<file path="config.mk">
export PLATFORM = sky130hd
export DESIGN_NAME = dm_ctrl
export DESIGN_NICKNAME = d
export VERILOG_FILES = /design/src/rtl/dm_pkg.sv /design/src/rtl/dm_align.sv /design/src/rtl/dm_ctrl.sv
export SDC_FILE = /design/constraint.sdc
export NUM_CORES = 2
export LEC_CHECK = 0
export CAP_MARGIN = 20
export CORE_MARGIN = 2
export CORE_UTILIZATION = 40
export DETAILED_ROUTE_END_ITERATION = 7
export GPL_ROUTABILITY_DRIVEN = 1
export PLACE_DENSITY_LB_ADDON = 0.1
export SETUP_SLACK_MARGIN = 0.05
export SYNTH_ARGS = -nofsm -noshare
export SYNTH_HDL_FRONTEND = slang
export SYNTH_SLANG_ARGS = --single-unit
</file>
<file path="constraint.sdc">
create_clock -name clk -period 22.8 [get_ports clk]
set_input_delay 4.56 -clock clk [delete_from_list [all_inputs] [get_ports clk]]
set_output_delay 4.56 -clock clk [all_outputs]
set_load 0.01 [all_outputs]
</file>
<file path="src/rtl/dm_pkg.sv">
// -----------------------------------------------------------------------------
// dm_pkg
// Shared definitions for the handshaked data-memory controller:
//   - data-path width localparams
//   - access-size (memop) encodings
//   - controller FSM state encoding
//   - access_fault(): size/alignment legality of a request
// -----------------------------------------------------------------------------
package dm_pkg;

   localparam int DATA_W = 32;
   localparam int LANES  = DATA_W / 8;

   typedef enum logic [1:0] {
      MEMOP_W   = 2'b00,
      MEMOP_H   = 2'b01,
      MEMOP_B   = 2'b10,
      MEMOP_RSV = 2'b11
   } memop_e;

   typedef enum logic [1:0] {
      IDLE,
      WAIT,
      RESP
   } state_e;

   // Reserved sizes and accesses not aligned to their own size are illegal.
   function automatic logic access_fault(memop_e op, logic [1:0] lane);
      case (op)
         MEMOP_W: return lane != 2'b00;
         MEMOP_H: return lane[0];
         MEMOP_B: return 1'b0;
         default: return 1'b1;
      endcase
   endfunction

endpackage

</file>
<file path="src/rtl/dm_align.sv">
// -----------------------------------------------------------------------------
// dm_align
// Combinational lane steering between the CPU view (right-aligned data) and
// the little-endian 32-bit RAM word.
// Ports:
//   memop      in  access size (MEMOP_W/H/B/RSV)
//   ext        in  1 = sign-extend sub-word loads, 0 = zero-extend
//   lane       in  byte address bits [1:0]
//   wdata      in  right-aligned store data
//   rword      in  RAM word at the addressed location
//   wmask      out per-byte write enable
//   wdata_lane out store data replicated onto the selected lanes
//   rdata_ext  out selected lanes, right-aligned and extended
// -----------------------------------------------------------------------------
module dm_align
   import dm_pkg::*;
(
   input  logic [1:0]        memop,
   input  logic              ext,
   input  logic [1:0]        lane,
   input  logic [DATA_W-1:0] wdata,
   input  logic [DATA_W-1:0] rword,
   output logic [LANES-1:0]  wmask,
   output logic [DATA_W-1:0] wdata_lane,
   output logic [DATA_W-1:0] rdata_ext
);

   logic [DATA_W-1:0] rshift;

   // Bring the addressed byte/half down to bit 0.
   assign rshift = rword >> {lane, 3'b000};

   always_comb begin
      // NOTE: every output is defaulted before the case so no path infers a latch.
      wmask      = '0;
      wdata_lane = wdata;
      rdata_ext  = rword;
      case (memop_e'(memop))
         MEMOP_W: wmask = 4'b1111;
         MEMOP_H: begin
            wmask      = lane[1] ? 4'b1100 : 4'b0011;
            wdata_lane = {2{wdata[15:0]}};
            rdata_ext  = {{16{ext & rshift[15]}}, rshift[15:0]};
         end
         MEMOP_B: begin
            wmask      = 4'b0001 << lane;
            wdata_lane = {4{wdata[7:0]}};
            rdata_ext  = {{24{ext & rshift[7]}}, rshift[7:0]};
         end
         default: wmask = '0;
      endcase
   end

endmodule

</file>
<file path="src/rtl/dm_ctrl.sv">
// -----------------------------------------------------------------------------
// dm_ctrl
// Handshaked data-memory controller with configurable wait states,
// byte/half/word access, load extension and fault reporting.
// Ports:
//   clk        in  clock, rising edge
//   rst        in  synchronous reset, active-high
//   req_valid  in  request present
//   req_ready  out controller idle and able to accept
//   req_we     in  1 = store, 0 = load
//   req_addr   in  byte address
//   req_wdata  in  right-aligned store data
//   req_memop  in  00 word, 01 half, 10 byte, 11 reserved
//   req_ext    in  load extension, 1 = sign
//   resp_valid out one-cycle response pulse
//   resp_rdata out extended load data (0 for stores and faults), held
//   resp_err   out access faulted, held, qualified by resp_valid
// -----------------------------------------------------------------------------
module dm_ctrl
   import dm_pkg::*;
#(
   parameter int ADDR_WIDTH  = 9,
   parameter int DEPTH_WORDS = 128,
   parameter int WAIT_CYCLES = 1
) (
   input  logic                  clk,
   input  logic                  rst,
   input  logic                  req_valid,
   output logic                  req_ready,
   input  logic                  req_we,
   input  logic [ADDR_WIDTH-1:0] req_addr,
   input  logic [DATA_W-1:0]     req_wdata,
   input  logic [1:0]            req_memop,
   input  logic                  req_ext,
   output logic                  resp_valid,
   output logic [DATA_W-1:0]     resp_rdata,
   output logic                  resp_err
);

   localparam int                  IDX_W      = (DEPTH_WORDS > 1) ? $clog2(DEPTH_WORDS) : 1;
   localparam logic [ADDR_WIDTH:0] ADDR_LIMIT = (ADDR_WIDTH + 1)'(DEPTH_WORDS * 4);
   localparam logic [3:0]          LAST_WAIT  = 4'((WAIT_CYCLES > 0) ? WAIT_CYCLES - 1 : 0);

   state_e                state;
   logic [3:0]            wait_cnt;
   logic                  lat_we;
   logic                  lat_ext;
   logic [ADDR_WIDTH-1:0] lat_addr;
   logic [DATA_W-1:0]     lat_wdata;
   logic [1:0]            lat_memop;

   logic                  in_idle;
   logic                  cur_we;
   logic                  cur_ext;
   logic [ADDR_WIDTH-1:0] cur_addr;
   logic [DATA_W-1:0]     cur_wdata;
   logic [1:0]            cur_memop;
   logic                  fault;
   logic                  accept;
   logic                  wait_done;
   logic                  enter_resp;
   logic                  do_write;
   logic [IDX_W-1:0]      word_idx;
   logic [DATA_W-1:0]     rword;
   logic [LANES-1:0]      wmask;
   logic [DATA_W-1:0]     wdata_lane;
   logic [DATA_W-1:0]     load_data;

   logic [DATA_W-1:0]     mem [DEPTH_WORDS];

   assign in_idle   = (state == IDLE);
   assign req_ready = in_idle && !rst;

   // With zero wait states the access happens on the accept edge itself, so
   // the request being serviced comes straight from the ports while idle and
   // from the latched copy afterwards.
   assign cur_we    = in_idle ? req_we    : lat_we;
   assign cur_ext   = in_idle ? req_ext   : lat_ext;
   assign cur_addr  = in_idle ? req_addr  : lat_addr;
   assign cur_wdata = in_idle ? req_wdata : lat_wdata;
   assign cur_memop = in_idle ? req_memop : lat_memop;

   assign fault = access_fault(memop_e'(cur_memop), cur_addr[1:0])
                  || ({1'b0, cur_addr} >= ADDR_LIMIT);

   assign accept     = req_valid && req_ready;
   assign wait_done  = (state == WAIT) && (wait_cnt == LAST_WAIT);
   assign enter_resp = (accept && (fault || WAIT_CYCLES == 0)) || (!rst && wait_done);
   assign do_write   = enter_resp && !fault && cur_we;

   assign word_idx = cur_addr[2 +: IDX_W];
   assign rword    = mem[word_idx];

   dm_align u_align (
      .memop      (cur_memop),
      .ext        (cur_ext),
      .lane       (cur_addr[1:0]),
      .wdata      (cur_wdata),
      .rword      (rword),
      .wmask      (wmask),
      .wdata_lane (wdata_lane),
      .rdata_ext  (load_data)
   );

   // NOTE: the RAM array has no reset; enter_resp already excludes rst, so a
   // reset on the edge that would enter RESP suppresses the write.
   always_ff @(posedge clk) begin
      if (do_write) begin
         for (int i = 0; i < LANES; i++) begin
            if (wmask[i]) mem[word_idx][8*i +: 8] <= wdata_lane[8*i +: 8];
         end
      end
   end

   // NOTE: all state below uses non-blocking assignments so every register
   // samples the pre-edge values of its neighbours.
   always_ff @(posedge clk) begin
      if (rst) begin
         state      <= IDLE;
         wait_cnt   <= '0;
         resp_valid <= 1'b0;
         resp_rdata <= '0;
         resp_err   <= 1'b0;
         lat_we     <= 1'b0;
         lat_ext    <= 1'b0;
         lat_addr   <= '0;
         lat_wdata  <= '0;
         lat_memop  <= '0;
      end else begin
         resp_valid <= 1'b0;
         case (state)
            IDLE: begin
               if (req_valid) begin
                  lat_we    <= req_we;
                  lat_ext   <= req_ext;
                  lat_addr  <= req_addr;
                  lat_wdata <= req_wdata;
                  lat_memop <= req_memop;
                  wait_cnt  <= '0;
                  state     <= (fault || WAIT_CYCLES == 0) ? RESP : WAIT;
               end
            end
            WAIT: begin
               if (wait_done) state <= RESP;
               else           wait_cnt <= wait_cnt + 4'd1;
            end
            RESP:    state <= IDLE;
            default: state <= IDLE;
         endcase
         if (enter_resp) begin
            resp_valid <= 1'b1;
            resp_err   <= fault;
            resp_rdata <= (fault || cur_we) ? '0 : load_data;
         end
      end
   end

endmodule
</file>
==> impl_metrics.env <==
export IMPL_fin_crit_sh_pct=49.0
export IMPL_hold_viol=0
export IMPL_htreeDepth=5
export IMPL_synth_area_per_cell_sq_um=15.5
export IMPL_finalSetupViolCount=0
export IMPL_worst_pin_slew_ns=1.21
export IMPL_via_count=100945
export IMPL_numCtsBuffers=434
export IMPL_synth_area_top_cells="edfxtp_1 77%, o22ai_1 4.4%, nor3_1 2.7%"
export IMPL_dieHeight_um=635
export IMPL_area_delta_synth_final_pct=14.6
export IMPL_grt_max_degree=129
export IMPL_slew_headroom_pct=17.9
export IMPL_ys_async_sr_fraction_pct=0
export IMPL_dp_hpwl_mm=334
export IMPL_coreArea_sq_um=396000
export IMPL_dominantRegCellSynth="edfxtp_1"
export IMPL_dr_pass1_iters=6
export IMPL_yosys_warnings=0
export IMPL_synth_nets=10306
export IMPL_max_cap_violations=0
export IMPL_synth_most_common_cell="edfxtp_1"
export IMPL_worstPathRequired_ns=23.68
export IMPL_cp_start_kind="input port"
export IMPL_synth_cell_types=100
export IMPL_pwr_share_clk_pct=35.8
export IMPL_switching_share_pct=29.4
export IMPL_synth_cells=10252
export IMPL_viasPerCell=6.23
export IMPL_post_route_min_period_ns=11.18
export IMPL_drtAntennaViolNets=0
export IMPL_drive_above_1_share_pct=13.3
export IMPL_root_buffer="clkbuf_16"
export IMPL_final_setup_tns_ns=0
export IMPL_antenna_found_initial=38
export IMPL_cts_tree="yes"
export IMPL_rsz0062_at_grt="false"
export IMPL_finClkSkew_ns=0.0569
export IMPL_intPower_w=0.0137
export IMPL_preCtsSetupSlack_ns=10.87
export IMPL_initial_utilization_pct=40.2
export IMPL_peakVddDrop_mv=0.0883
export IMPL_drc=0
export IMPL_hold_depth=2
export IMPL_fin_area_sq_um=183000
export IMPL_postCtsSetupBuffers=0
export IMPL_holdBufCountCts=0
export IMPL_cts_resized=0
export IMPL_p_seq_share_pct=47.1
export IMPL_pwr_share_comb_pct=17.1
export IMPL_power_switching_w=0.00572
export IMPL_synth_common_cells="4096 x edfxtp_1, 1112 x o22ai_1, 886 x nand2_1"
export IMPL_gp_congestion=0.841
export IMPL_synth_edff_count=4096
export IMPL_ys_seq_area_share_pct=78.2
export IMPL_drt_initial_drc_count=13181
export IMPL_ys_ff_latch=4181
export IMPL_grt_overflow_total=0
export IMPL_status="finished clean"
export IMPL_crit_type="in2reg"
export IMPL_clk_latency_ns=1.01
export IMPL_setup_slack_ns=11.62
export IMPL_grt_pass1_wl_mm=782
export IMPL_cts_sinks=4181
export IMPL_crit_path_end_kind="flip-flop"
export IMPL_grt_usage_pct=27.1
export IMPL_placed_cell_area_sq_um=169000
export IMPL_hold_class="reg2reg"
export IMPL_crit_fanout=99
export IMPL_path_clk_slew_ns=0.06
export IMPL_slew_violations=0
export IMPL_die_w_um=635
export IMPL_synth_top_area_share_pct=77.2
export IMPL_clockBufferDepth=4
export IMPL_cp_arrival_ns=12.06
export IMPL_reg2reg_depth=15
export IMPL_max_freq_ghz=0.0895
export IMPL_port_buffer_count=82
export IMPL_rows=231
export IMPL_avgRoutedWirePerCell_um=34.7
export IMPL_die_area_sq_um=403000
export IMPL_final_nets=10657
export IMPL_wl_mm=563
export IMPL_netlist_area_sq_um=159000
export IMPL_pin_count=83
export IMPL_p_leak_nw=57.0
export IMPL_p_per_area_nw_per_um2=107
export IMPL_first_global_vias=96365
export IMPL_synth_largest_area_cell="edfxtp_1"
-- worst paths after layout --
| path | startpoint | end | slack, ns |
|---|---|---|---|
| worst min-delay path | lat_wdata[7]$_SDFFE_PP0P_ | lat_wdata[7]$_SDFFE_PP0P_ | 0.45 |
| worst max register to register | state[1]$_SDFFE_PP0P_ | resp_rdata[14]$_SDFFE_PP0N_ | 15.30 |
| worst min register to register | lat_wdata[7]$_SDFFE_PP0P_ | lat_wdata[7]$_SDFFE_PP0P_ | 0.45 |
| worst max-delay path | req_addr[4] | resp_rdata[14]$_SDFFE_PP0N_ | 11.62 |
-- metal layers --
metal	vias to the layer above	share of wire, %	track usage [%]
li1	42083	-	-
met5	-	0.012	0
met2	5161	46	42.1
met1	52963	43	39.6
met3	728	8.7	4.42
met4	10	2.8	7.04
-- power groups by stage --
stage	Clock (W)	Sequential, W	Combinational, W
after floorplan	0	0.00950	0.00162
after CTS	0.00703	0.00917	0.00328
after global placement	0	0.00933	0.00324
after detailed placement	0	0.00933	0.00328
after global routing	0.00732	0.00917	0.00346
final	0.00696	0.00917	0.00333
-- logic make-up after synthesis --
family | Yosys count | share of synthesized area [%]
compound gates | 2489 | 10.7
xor+xnor | 2 | 0.0110
fa+ha+maj | 6 | 0.0471
buf+inv | 830 | 2.73
flops | 4181 | 78.2
mux | 168 | 1.06
simple gates | 2576 | 7.21
-- state kept, by name, indices dropped and copies added (netlist names) --
signal and flops:
resp_rdata 32, resp_err 1, lat_memop 2, wait_cnt 4, lat_ext 1, resp_valid 1
lat_wdata 32, mem 4096, state 2, lat_addr 9, lat_we 1
-- through the flow --
| step | hold slack (ns) | std cells | total power (W) | util (%) |
|---|---|---|---|---|
| after floorplan | 0.436 | 10252 | 0.0111 | - |
| after global placement | 0.441 | 15365 | 0.0126 | 42.5 |
| after detailed placement | 0.446 | 15400 | 0.0126 | 42.6 |
| after CTS | 0.454 | 16199 | 0.0195 | 46.1 |
| after global routing | 0.463 | 16209 | 0.0199 | 46.1 |
| final | 0.453 | 16214 | 0.0195 | 46.1 |
-- area by class of cell --
class / instances / area [sq um]
fillers: 34190 / 214000
well taps: 5242 / 6560
clock inverters: 265 / 2310
clock buffers: 534 / 11500
flip-flops and latches: 4181 / 125000
multi-input cells: 5241 / 31500
repair buffers: 724 / 6050
diodes: 6 / 15.0
inverters: 21 / 98.8
-- critical path: stages --
cell and delay [ns]:
clkdlybuf4s50_1 0.92, or4b_1 0.32, o21a_4 0.45, buf_4 0.73
buf_12 0.40, buf_12 0.57, o22ai_1 0.17, o211ai_1 0.44
nand4_1 0.17, nor4_1 0.55, nand4_1 0.92, nor3_1 0.70
o41ai_4 0.19, and2_1 0.30, a311oi_1 0.27
-- layout by cell type (no fill, tap or decap), drive strengths merged, types with 18 or more instances in the layout --
master and count:
nand2 888, nand3 186, nor3 850, nor2 498, clkinv 206, buf 643, a221oi 18, o31ai 48
a32o 22, clkbuf 534, a22oi 25, dfxtp 85, a31oi 194, a32oi 58, o41ai 21, nor4 60
a222oi 31, a211oi 36, inv 33, o221ai 239, and3 21, clkdlybuf4s50 81, o32ai 28, o22ai 1112
a21oi 205, edfxtp 4096, bufinv 33, mux2i 162, o22a 119, nand4 20, o21ai 215
(Power assumes the default switching activity.)
